File: config.mk
export PLATFORM = sky130hd
export DESIGN_NAME = mem_access_unit
export DESIGN_NICKNAME = d
export VERILOG_FILES = /design/src/rtl/mem_access_unit.sv
export SDC_FILE = /design/constraint.sdc
export NUM_CORES = 1
export LEC_CHECK = 0
export CORE_MARGIN = 2
export CORE_UTILIZATION = 50
export CTS_CLUSTER_DIAMETER = 80
export DETAILED_ROUTE_END_ITERATION = 8
export PLACE_DENSITY = 0.86
export SETUP_SLACK_MARGIN = 0.3
export SYNTH_ARGS = -nofsm -noshare
export SYNTH_HDL_FRONTEND = slang
export SYNTH_SLANG_ARGS = --single-unit
File: constraint.sdc
create_clock -name clk_i -period 2.9 [get_ports clk_i]
set_clock_uncertainty 0.15 [all_clocks]
set_input_delay 0.58 -clock clk_i [delete_from_list [all_inputs] [get_ports clk_i]]
set_output_delay 0.58 -clock clk_i [all_outputs]
set_load 0.05 [all_outputs]
File: src/rtl/mem_access_unit.sv
// rtl/mem_access_unit.sv - MEM-stage load/store initiator for a word-addressed data memory
//
// Purpose:
//   Accepts byte-addressed load/store requests (byte/half/word, signed/unsigned).
//   Loads extract and extend a lane of the 32-bit word. Sub-word stores use
//   read-modify-write. Misaligned or reserved-size requests complete at once with
//   err_o and never touch memory. Big-endian lanes: byte offset 0 = bits [31:24].
//
// Ports:
//   clk_i, rst_i     clock, synchronous active-high reset
//   req_i            request strobe, taken only while idle
//   is_store_i       1 = store, 0 = load
//   size_i           00 byte, 01 half, 10 word, 11 reserved
//   unsigned_i       zero-extend loads when 1
//   byte_addr_i      byte address (ADDR_W+2 bits)
//   store_data_i     right-justified store data
//   busy_o           high whenever not idle
//   done_o, err_o    one-cycle completion pulse and its error flag
//   load_data_o      extended load result, held until the next load completes
//   mem_read_o       memory read strobe
//   mem_write_o      memory write strobe
//   address_o        memory word address
//   write_data_o     memory write data
//   read_data_i      registered memory read data
module mem_access_unit #(
  parameter int ADDR_W = 16
) (
  input  logic              clk_i,
  input  logic              rst_i,
  input  logic              req_i,
  input  logic              is_store_i,
  input  logic [1:0]        size_i,
  input  logic              unsigned_i,
  input  logic [ADDR_W+1:0] byte_addr_i,
  input  logic [31:0]       store_data_i,
  output logic              busy_o,
  output logic              done_o,
  output logic              err_o,
  output logic [31:0]       load_data_o,
  output logic              mem_read_o,
  output logic              mem_write_o,
  output logic [ADDR_W-1:0] address_o,
  output logic [31:0]       write_data_o,
  input  logic [31:0]       read_data_i
);

  typedef enum logic [2:0] {S_IDLE, S_RD, S_EXT, S_MERGE, S_WR} state_e;

  state_e            state_q;
  logic              done_q, err_q, mem_read_q, mem_write_q;
  logic [ADDR_W-1:0] address_q;
  logic [31:0]       write_data_q, load_data_q;
  logic              is_store_q, unsigned_q;
  logic [1:0]        size_q, off_q;
  logic [15:0]       store_q;

  logic        misalign;
  logic [7:0]  byte_lane;
  logic [15:0] half_lane;
  logic [31:0] load_data_d, write_data_d;

  always_comb begin
    misalign = 1'b1;
    case (size_i)
      2'b00:   misalign = 1'b0;
      2'b01:   misalign = byte_addr_i[0];
      2'b10:   misalign = |byte_addr_i[1:0];
      default: misalign = 1'b1;
    endcase
  end

  // Lane selection works on the latched offset; ReadData arrives after the request is gone.
  always_comb begin
    byte_lane = 8'h00;
    case (off_q)
      2'd0: byte_lane = read_data_i[31:24];
      2'd1: byte_lane = read_data_i[23:16];
      2'd2: byte_lane = read_data_i[15:8];
      2'd3: byte_lane = read_data_i[7:0];
      default: byte_lane = 8'h00;
    endcase
    half_lane = off_q[1] ? read_data_i[15:0] : read_data_i[31:16];

    load_data_d = read_data_i;
    case (size_q)
      2'b00:   load_data_d = {{24{~unsigned_q & byte_lane[7]}}, byte_lane};
      2'b01:   load_data_d = {{16{~unsigned_q & half_lane[15]}}, half_lane};
      default: load_data_d = read_data_i;
    endcase
  end

  // Read-modify-write merge: only the addressed lane is replaced.
  always_comb begin
    write_data_d = read_data_i;
    if (size_q == 2'b00) begin
      case (off_q)
        2'd0: write_data_d[31:24] = store_q[7:0];
        2'd1: write_data_d[23:16] = store_q[7:0];
        2'd2: write_data_d[15:8]  = store_q[7:0];
        2'd3: write_data_d[7:0]   = store_q[7:0];
        default: write_data_d = read_data_i;
      endcase
    end else if (off_q[1]) begin
      write_data_d[15:0] = store_q;
    end else begin
      write_data_d[31:16] = store_q;
    end
  end

  always_ff @(posedge clk_i) begin
    if (rst_i) begin
      state_q      <= S_IDLE;
      done_q       <= 1'b0;
      err_q        <= 1'b0;
      mem_read_q   <= 1'b0;
      mem_write_q  <= 1'b0;
      address_q    <= '0;
      write_data_q <= '0;
      load_data_q  <= '0;
      is_store_q   <= 1'b0;
      unsigned_q   <= 1'b0;
      size_q       <= 2'b00;
      off_q        <= 2'b00;
      store_q      <= '0;
    end else begin
      done_q <= 1'b0;
      err_q  <= 1'b0;
      case (state_q)
        S_IDLE: begin
          if (req_i) begin
            if (misalign) begin
              done_q <= 1'b1;
              err_q  <= 1'b1;
            end else begin
              is_store_q <= is_store_i;
              unsigned_q <= unsigned_i;
              size_q     <= size_i;
              off_q      <= byte_addr_i[1:0];
              store_q    <= store_data_i[15:0];
              address_q  <= byte_addr_i[ADDR_W+1:2];
              if (is_store_i && size_i == 2'b10) begin
                // Full-word store needs no read.
                write_data_q <= store_data_i;
                mem_write_q  <= 1'b1;
                state_q      <= S_WR;
              end else begin
                mem_read_q <= 1'b1;
                state_q    <= S_RD;
              end
            end
          end
        end
        S_RD: begin
          mem_read_q <= 1'b0;
          state_q    <= is_store_q ? S_MERGE : S_EXT;
        end
        S_EXT: begin
          load_data_q <= load_data_d;
          done_q      <= 1'b1;
          state_q     <= S_IDLE;
        end
        S_MERGE: begin
          write_data_q <= write_data_d;
          mem_write_q  <= 1'b1;
          state_q      <= S_WR;
        end
        S_WR: begin
          mem_write_q <= 1'b0;
          done_q      <= 1'b1;
          state_q     <= S_IDLE;
        end
        default: state_q <= S_IDLE;
      endcase
    end
  end

  assign busy_o       = (state_q != S_IDLE);
  assign done_o       = done_q;
  assign err_o        = err_q;
  assign load_data_o  = load_data_q;
  assign mem_read_o   = mem_read_q;
  assign mem_write_o  = mem_write_q;
  assign address_o    = address_q;
  assign write_data_o = write_data_q;

endmodule

# After elaboration in Yosys (flattened, before gate mapping)
# Index checks and enable logic that the tools add are counted.
[totals]
in_bits = 89
romBits = 0
latchBits = 0
output_inout_bits = 85
n_memories = 0
mem_bits_rw = 0
reg_bits = 109
[op_classes]
bitwise_logic = 5
n_lt_le_gt_ge = 0
reduce_logical = 17
shift = 0
eq_ne = 14
multipliers = 0
add_sub_neg = 0
div_mod_pow = 0
muxes = 31
[ops]
columns = ["op", "n"]
rows = [
  ["two-way mux 32 bit", 4],
  ["case mux 32 bit (2 select lines)", 2],
  ["two-way mux 16 bit", 3],
  ["two-way mux 8 bit", 4],
  ["case mux 8 bit (4 select lines)", 1],
  ["AND reduction 4 bit", 3],
  ["two-way mux 1 bit", 9],
  ["two-way mux 3 bit", 3],
  ["case mux 3 bit (3 select lines)", 1],
  ["inequality test 2 bit, second input constant", 4],
  ["equality test 2 x 1 -> 1 bit, second input constant", 3],
  ["equality test 2 bit, second input constant", 3],
  ["equality test 3 x 2 -> 1 bit, second input constant", 2],
  ["logical NOT 2 bit", 3],
  ["case mux 1 bit (3 select lines)", 2],
  ["nonzero test 3 bit", 2],
  ["OR reduction 2 bit", 3],
  ["case mux 1 bit (2 select lines)", 2],
  ["nonzero test 2 bit", 2],
  ["equality test 3 x 1 -> 1 bit, second input constant", 1],
  ["equality test 3 bit, second input constant", 1],
  ["logical NOT 3 bit", 1],
  ["inverter 1 bit", 3],
  ["AND reduction 3 bit", 1],
  ["3 further kinds", 4],
]

# Depth between registers and ports, before layout
# Gate-level depths: netlist of run 1.
[logic_depth]
ltp_word = 6
depth_mapped = 7
depth_no_buf = 4

# Least setup slack after synthesis of run 1
# No wires, ideal clock.
[synth_path]
path_type = "in2reg"
startpoint = "input read_data_i[7]"
endpoint = "register load_data_q[16] (netlist: load_data_o[16])"
cell_stages = 5
setup_time_ns = 0.134
required_ns = 2.616
path_buffers = 1
path_slack_ns = 0.867
t_arrival_ns = 1.748
path_cell_list = "mux4_2 -> or2_1 -> a21oi_2 -> buf_6 -> a211oi_1"
[synth_via]
elab_chain_cells = 3
[synth_lines]
columns = ["element", "line", "text"]
rows = [
  ["from (decl)", "44", "input logic [31:0] read_data_i"],
  ["case mux 8 bit (4 select lines)", "75", "case (off_q)"],
  ["AND 1 bit", "86", "2'b00: load_data_d = {{24{~unsigned_q & byte_lane[7]}}, byte_lane};"],
  ["case mux 32 bit (2 select lines)", "85", "case (size_q)"],
  ["to (signal assigned)", "158", "load_data_q <= load_data_d;"],
  ["to (decl)", "52", "logic [31:0] write_data_q, load_data_q;"],
]
# Every way passes these cells.
# A chain may end at the register's enable or synchronous reset.

# Worst setup path in the final report of run 1
[layout_path]
startpoint = "register state_q[0]"
endpoint = "output busy_o"
[layout_via]
elab_chain_cells = 1
[layout_lines]
columns = ["element", "line", "text"]
rows = [
  ["from (decl)", "49", "state_e state_q;"],
  ["from (signal assigned)", "155", "state_q <= is_store_q ? S_MERGE : S_EXT;"],
  ["nonzero test 3 bit", "177", "assign busy_o = (state_q != S_IDLE);"],
  ["to (decl)", "36", "output logic busy_o,"],
]
# Every way passes these cells.

==> results of run 1 <==
==> stage by stage <==
| stage | area [um2] | power, uW |
|---|---|---|
| after floorplan | 5340 | 2010 |
| after global placement | 7130 | 2280 |
| after detailed placement | 7130 | 2300 |
| after CTS | 7340 | 3250 |
| after global routing | 7340 | 3370 |
| final | 7340 | 3240 |
==> synth_stat cells, types with 2 or more instances <==
| cell | instances | area share [%] |
|---|---|---|
| buf_6 | 2 | 0.42 |
| a21oi_1 | 25 | 2.3 |
| clkinv_1 | 2 | 0.14 |
| a211oi_1 | 51 | 7.2 |
| nor3_2 | 2 | 0.38 |
| nor3_1 | 19 | 1.8 |
| a22oi_1 | 7 | 0.98 |
| nand2b_1 | 7 | 0.82 |
| a2111oi_0 | 2 | 0.33 |
| nor2_1 | 97 | 6.8 |
| a221o_1 | 8 | 1.5 |
| nand4b_1 | 8 | 1.3 |
| dfxtp_1 | 109 | 41 |
| nand3_1 | 9 | 0.84 |
| o21a_1 | 7 | 0.98 |
| clkbuf_1 | 37 | 2.6 |
| mux2i_1 | 40 | 7.5 |
| o21ai_0 | 43 | 4.0 |
| buf_2 | 18 | 1.7 |
| nand2_1 | 21 | 1.5 |
| inv_1 | 10 | 0.70 |
| a22o_1 | 7 | 1.1 |
| o31a_1 | 8 | 1.3 |
| o32ai_1 | 6 | 0.98 |
| a31oi_1 | 2 | 0.23 |
| nor3b_1 | 2 | 0.28 |
| and2_1 | 9 | 1.1 |
| a21o_1 | 6 | 0.84 |
| o41ai_1 | 8 | 1.3 |
| or3b_2 | 2 | 0.33 |
| buf_1 | 5 | 0.35 |
| a211o_1 | 6 | 0.98 |
| nor4b_1 | 2 | 0.33 |
| o221ai_1 | 16 | 2.6 |
| nand3b_1 | 8 | 1.1 |
==> report_power, final <==
| group | internal, uW | switching (uW) | leakage, uW | total (uW) |
|---|---|---|---|---|
| combinational | 294 | 388 | 0.00168 | 682 |
| clock | 414 | 554 | 0.000106 | 968 |
| sequential | 1550 | 46.1 | 0.000884 | 1590 |
==> logic make-up (layout without fill, tap and decap cells) <==
logic type,Yosys count,after routing,share of synthesized area (%)
buffers and inverters,74,219,5.91
and+or+nand+nor,194,194,17.7
muxes,41,41,7.92
DFF,109,109,40.9
AOI/OAI and AO/OA,207,207,27.6
==> layout make-up <==
cell class	count	area, um2
Fill cell	807	2980
Multi-Input combinational cell	442	2850
Sequential cell	109	2180
Timing Repair Buffer	191	1890
Tap cell	136	170
Clock buffer	9	124
Clock inverter	7	81.3
Inverter	12	45.0
==> worst min-delay path, stage by stage, from the launching register on <==
cell and delay (ns):
dfxtp_1 0.33, nand3_1 0.06, a21oi_1 0.05
==> worst paths after layout <==
| path | endpoint | cells after the start | slack, ns |
|---|---|---|---|
| hold reg to reg | write_data_o[17] | 2 | 0.32 |
| setup / recovery | busy_o | 3 | 0.47 |
| setup reg to reg | write_data_o[3] | 5 | 0.53 |
| hold / removal | write_data_o[17] | 2 | 0.32 |
==> routing by layer <==
layer / up-vias / track usage [%] / share of wire (%)
li1: 2594 / - / -
met1: 2540 / 36.3 / 39
met2: 299 / 47.6 / 47
met3: 52 / 6.84 / 11
met4: 0 / 12.2 / 3.2
met5: - / 0 / 0
==> registers in the layout, indices dropped and copies added (netlist names) <==
register      cells
err_o             1
size_q            2
address_o        16
unsigned_q        1
mem_read_o        1
write_data_o     32
off_q             2
load_data_o      32
done_o            1
store_q          16
mem_write_o       1
state_q           3
is_store_q        1
==> impl_results.md, run 1 <==
* CP Launch Type: flop
* GRT Total Usage at 28.9%
* Mean Syn Cell Area at around 8.5 um2
* Ys Warns at 0
* Number of max-cap violations at 0
* Nets@finish at 854
* Fmax at between 400 and 500 MHz
* Setup TNS at 0 ns
* Type of destination of the critical path: output port
* # rows at 37
* Final setup violation count at 0
* Die area at about 0.012 mm2
* Worst Setup SP: state_q[0]
* Post-synth top flop: dfxtp_1
* Initial Util at about half
* Post-synthesis cell count at approximately 630
* Clock Latency Late Sink at between 0.3 and 0.4 ns
* Via-to-Cell Ratio at around 6.1
* Clock root buffer: clkbuf_8
* CP Data Required Time at ~2.2 ns
* GR Overflow Total at 0
* Fraction of registers with async set/reset at 0%
* Clock slew at reported path FFs at ~0.12 ns
* HPWL Detailed at 12.2 mm
* Slowest-stage cell, CP: dfxtp_1
* # resized after CTS at 1
* Crit path kind: reg2out
* Core footprint at between 0.01 and 0.015 mm2
* Critical Path Fanout Max at 11
* WP data arrival at ~1.7 ns
* Final WL at between 15 and 20 mm
* Non-filler cells, final at roughly 900
* # IOs at 174
* Post-route ant nets at 0
* Max incr delay on CP at 0.58 ns
* Crit path max-delay family: buffers and inverters
* Status: complete, no violations
* Worst slew pin tran at ~0.73 ns
* Maximum VDD drop at between 0.0003 and 0.0004 V
* CTS buffer count at 9
* Final worst setup slack at between 0.4 and 0.5 ns
* Drt drc at 0
* Area Growth Syn to Fin at 37.6%
* GPL Wtd Cong at 0.890
* 1st-iter DRT viols at between 400 and 500
* Worst Hold Class: reg2reg
* Most common cell after layout, fill and taps aside: clkdlybuf4s50_1
* CP Cell Sequence: nor3_2, inv_1, dlygate4sd2_1
* Mapped cell area at about 0.0053 mm2
* Clock tree buffer depth at 2
* Detailed Routing Iterations Pass 1 at 5
* Diodes inserted at 0
* Flops & latches, synth at between 100 and 150
* Final hold viol count at 0
* Initial antenna violation count at 0
* H-tree level count at 3
* Share of cells above drive strength 1 at ~5.7%
* Total number of vias at 5485
* Post-synthesis sequential area ratio at 40.9%
* Reg2reg start: off_q[0]
* PD cells at about 440 mW/mm2
* Post-synth net total at about 700
* Clk sinks at ~110
* RSZ-0062 raised after global routing: false
* Buf/Inv on CP at 2
* First-pass GRT wire length at approximately 26 mm
* Final max-slew violation count at 0
* Fin Hold WS at 0.322 ns
* Pin count of the biggest net entering global routing at 76
* Leak at around 0.0027 uW
* Netlist cell types at 49
* HP Start: write_data_o[17]
* Post-CTS Setup Repair Bufs at 0
* Number of global-route vias before repair at 5158
* Commonest non-fill, non-tap cells in the layout: clkdlybuf4s50_1, dfxtp_1, nor2_1
* Avg WL per Cell at 18.5 um
* Period Utilization, post-route at between 80 and 90%
* Relative slew slack at between 50% and 60%
* EDFF count, synth at 0
* Die width at 107 um
* Chip Height at approximately 110 um
* Pre-CTS setup slack at about 0.3 ns
* Port Buffer Count at between 150 and 200
* CTS Hold Buffers Added at 0
* Placed insts at between 800 and 900
* Final Critical Period at approximately 2.4 ns
* CTS tree: yes
* Util after Layout at 71.1%
No activity file was read; power rests on OpenSTA's default activity.
==> run 2: changes to the inputs <==
- CORE_UTILIZATION: 50 -> 46
- PLACE_DENSITY: 0.86 -> 0.8
- clock period: 2.9 -> 2.55 ns (I/O delays scaled with it)
==> run 2 against run 1 <==
Effect of this change: non-clock buffer count is 13 higher; worst hold slack better by 0.0027 ns; global-route usage is 2.6 points lower; first-iteration DRC count is 16% higher; combinational power is 17% higher; total power is 26% higher; sequential share of layout area is 0.96 points lower; sequential power is 14% higher; worst setup slack worse by 0.14 ns; die area is 8.4% higher; utilization is 4.4 points lower; register-to-register slack worse by 0.07 ns.
==> impl_results.md, run 2 (synthesis results as in run 1) <==
* GRT Total Usage at 26.3% (-2.6 points)
* Crit path kind: reg2out
* RSZ-0062 raised after global routing: false
* Chip Height at 112 um (+4.1%)
* Commonest non-fill, non-tap cells in the layout: clkdlybuf4s50_1, dfxtp_1, nor2_1
* Status: complete, no violations
* Final setup violation count at 0 (unchanged)
* Pin count of the biggest net entering global routing at 65 (-14%)
* Relative slew slack at 57.1% (+5.7 points)
* Placed insts at 910 (+2.2%)
* Area Growth Syn to Fin at 42.2%
* Clock slew at reported path FFs at 0.07 ns (-0.05 ns)
* Die area at 0.0125 mm2 (+8.4%)
* Fill cell count at 945 (+17%)
* Leak at 0.00279 uW (+4.8%)
* Clock Latency Late Sink at 0.35 ns (-0.02 ns)
* WP data arrival at 1.56 ns (-0.14 ns)
* Post-route ant nets at 0 (unchanged)
* Setup TNS at 0 ns (unchanged)
* Fmax at ~450 MHz
* Non-filler cells, final at 926 (+2.2%)
* Critical Path Fanout Max at 2 (-9)
* Initial antenna violation count at 0 (unchanged)
* Type of destination of the critical path: output port
* CP Data Required Time at 1.89 ns (-0.28 ns)
* Detailed Routing Iterations Pass 1 at 5 (unchanged)
* Clock root buffer: clkbuf_16
* Crit path max-delay family: buffers and inverters
* Worst Hold Class: reg2reg
* Final max-slew violation count at 0 (unchanged)
* GR Overflow Total at 0 (unchanged)
* Final WL at 16.9 mm (+0.73%)
* Buf/Inv on CP at 1 (-1)
* GPL Wtd Cong at 0.958 (+7.7%)
* Drt drc at 0 (unchanged)
* Share of cells above drive strength 1 at 8.05% (+2.3 points)
* Die width at 112 um (+4.1%)
* Final hold viol count at 0 (unchanged)
* Util after Layout at 66.7% (-4.4 points)
* Period Utilization, post-route at between 80% and 90%
* Clock tree buffer depth at 2 (unchanged)
* Worst slew pin tran at 0.641 ns (-0.0882 ns)
* Number of max-cap violations at 0 (unchanged)
* Avg WL per Cell at 18.3 um (-1.4%)
* Maximum VDD drop at 0.000448 V (+39%)
* Post-CTS Setup Repair Bufs at 0 (unchanged)
* Final Power at 4090 uW (+26%)
* Clk sinks at 109 (unchanged)
* Number of global-route vias before repair at 5262 (+2.0%)
* Nets@finish at 867 (+1.5%)
* Total number of vias at 5473 (-0.22%)
* H-tree level count at 3 (unchanged)
* CTS Hold Buffers Added at 0 (unchanged)
* Max incr delay on CP at 0.86 ns (+0.28 ns)
* Core footprint at 0.0114 mm2 (+10%)
* CTS tree: yes
* 1st-iter DRT viols at 497 (+16%)
* CP Launch Type: flop
* # rows at 39 (+5.4%)
* Slowest-stage cell, CP: clkdlybuf4s50_1
* CTS buffer count at 9 (unchanged)
* Diodes inserted at 0 (unchanged)
* Initial Util at 46.9% (-4.8 points)
* Port Buffer Count at 173 (unchanged)
* HPWL Detailed at 12.4 mm (+1.8%)
* PD cells at 539 mW/mm2 (+22%)
* # IOs at 174 (unchanged)
* Via-to-Cell Ratio at 5.91 (-2.4%)
* CP Cell Sequence: clkdlybuf4s50_1
* Most common cell after layout, fill and taps aside: clkdlybuf4s50_1
* Final Critical Period at about 2.2 ns
* First-pass GRT wire length at 26.7 mm (+1.3%)
-- run 2: metal layers --
| metal | share of wire, % | GRT usage, % | vias up | wire, um |
|---|---|---|---|---|
| li1 | - | - | 2620 | - |
| met1 | 41 | 32.6 | 2538 | 6910 |
| met2 | 47 | 43.3 | 265 | 7930 |
| met3 | 9.0 | 6.59 | 50 | 1530 |
| met4 | 3.3 | 11.8 | 0 | 552 |
| met5 | 0 | 0 | - | 0 |
-- run 2: cell type report --
cell class	count	area (um2)	share of cell area [%]
clock inverters	4	52.6	0.692
multi-input cells	442	2860	37.7
inverters	12	48.8	0.643
flip-flops and latches	109	2180	28.8
repair buffers	204	2000	26.3
clock buffers	12	267	3.51
well taps	143	179	2.36
-- run 2: timing repair --
action / 4_1_cts / 5_1_grt
hold endpoints to repair: 0 / 0
endpoints found under the setup margin: 0 / 31
resized for setup: 0 / 6
-- run 2: stage by stage --
| stage | hold WS (ns) | setup WS [ns] | cell area, um2 |
|---|---|---|---|
| after floorplan | 0.307 | 0.587 | 5340 |
| after global placement | 0.306 | 0.0272 | 7250 |
| after detailed placement | 0.313 | 0.0182 | 7250 |
| after CTS | 0.324 | 0.325 | 7570 |
| after global routing | 0.340 | 0.305 | 7590 |
| final | 0.325 | 0.327 | 7590 |
-- run 2: final timing paths --
path | start | to | slack (ns) | cells past startpoint
max | load_data_o[7] | load_data_o[7] | 0.33 | 1
min | write_data_o[21] | write_data_o[21] | 0.33 | 2
max reg2reg | off_q[1] | load_data_o[18] | 0.46 | 6
min reg2reg | write_data_o[21] | write_data_o[21] | 0.33 | 2
-- run 2: where the power goes --
part | switching [uW] | internal (uW) | leakage, uW
sequential | 49.8 | 1760 | 0.000884
combinational | 448 | 347 | 0.00175
clock | 635 | 848 | 0.000160
-- run 2: worst reg2reg max path: stages (launching register included) --
cell,delay (ns)
dfxtp_1,0.47
buf_4,0.39
mux2i_1,0.15
a211oi_1,0.33
a21oi_2,0.12
buf_12,0.16
a211oi_1,0.22
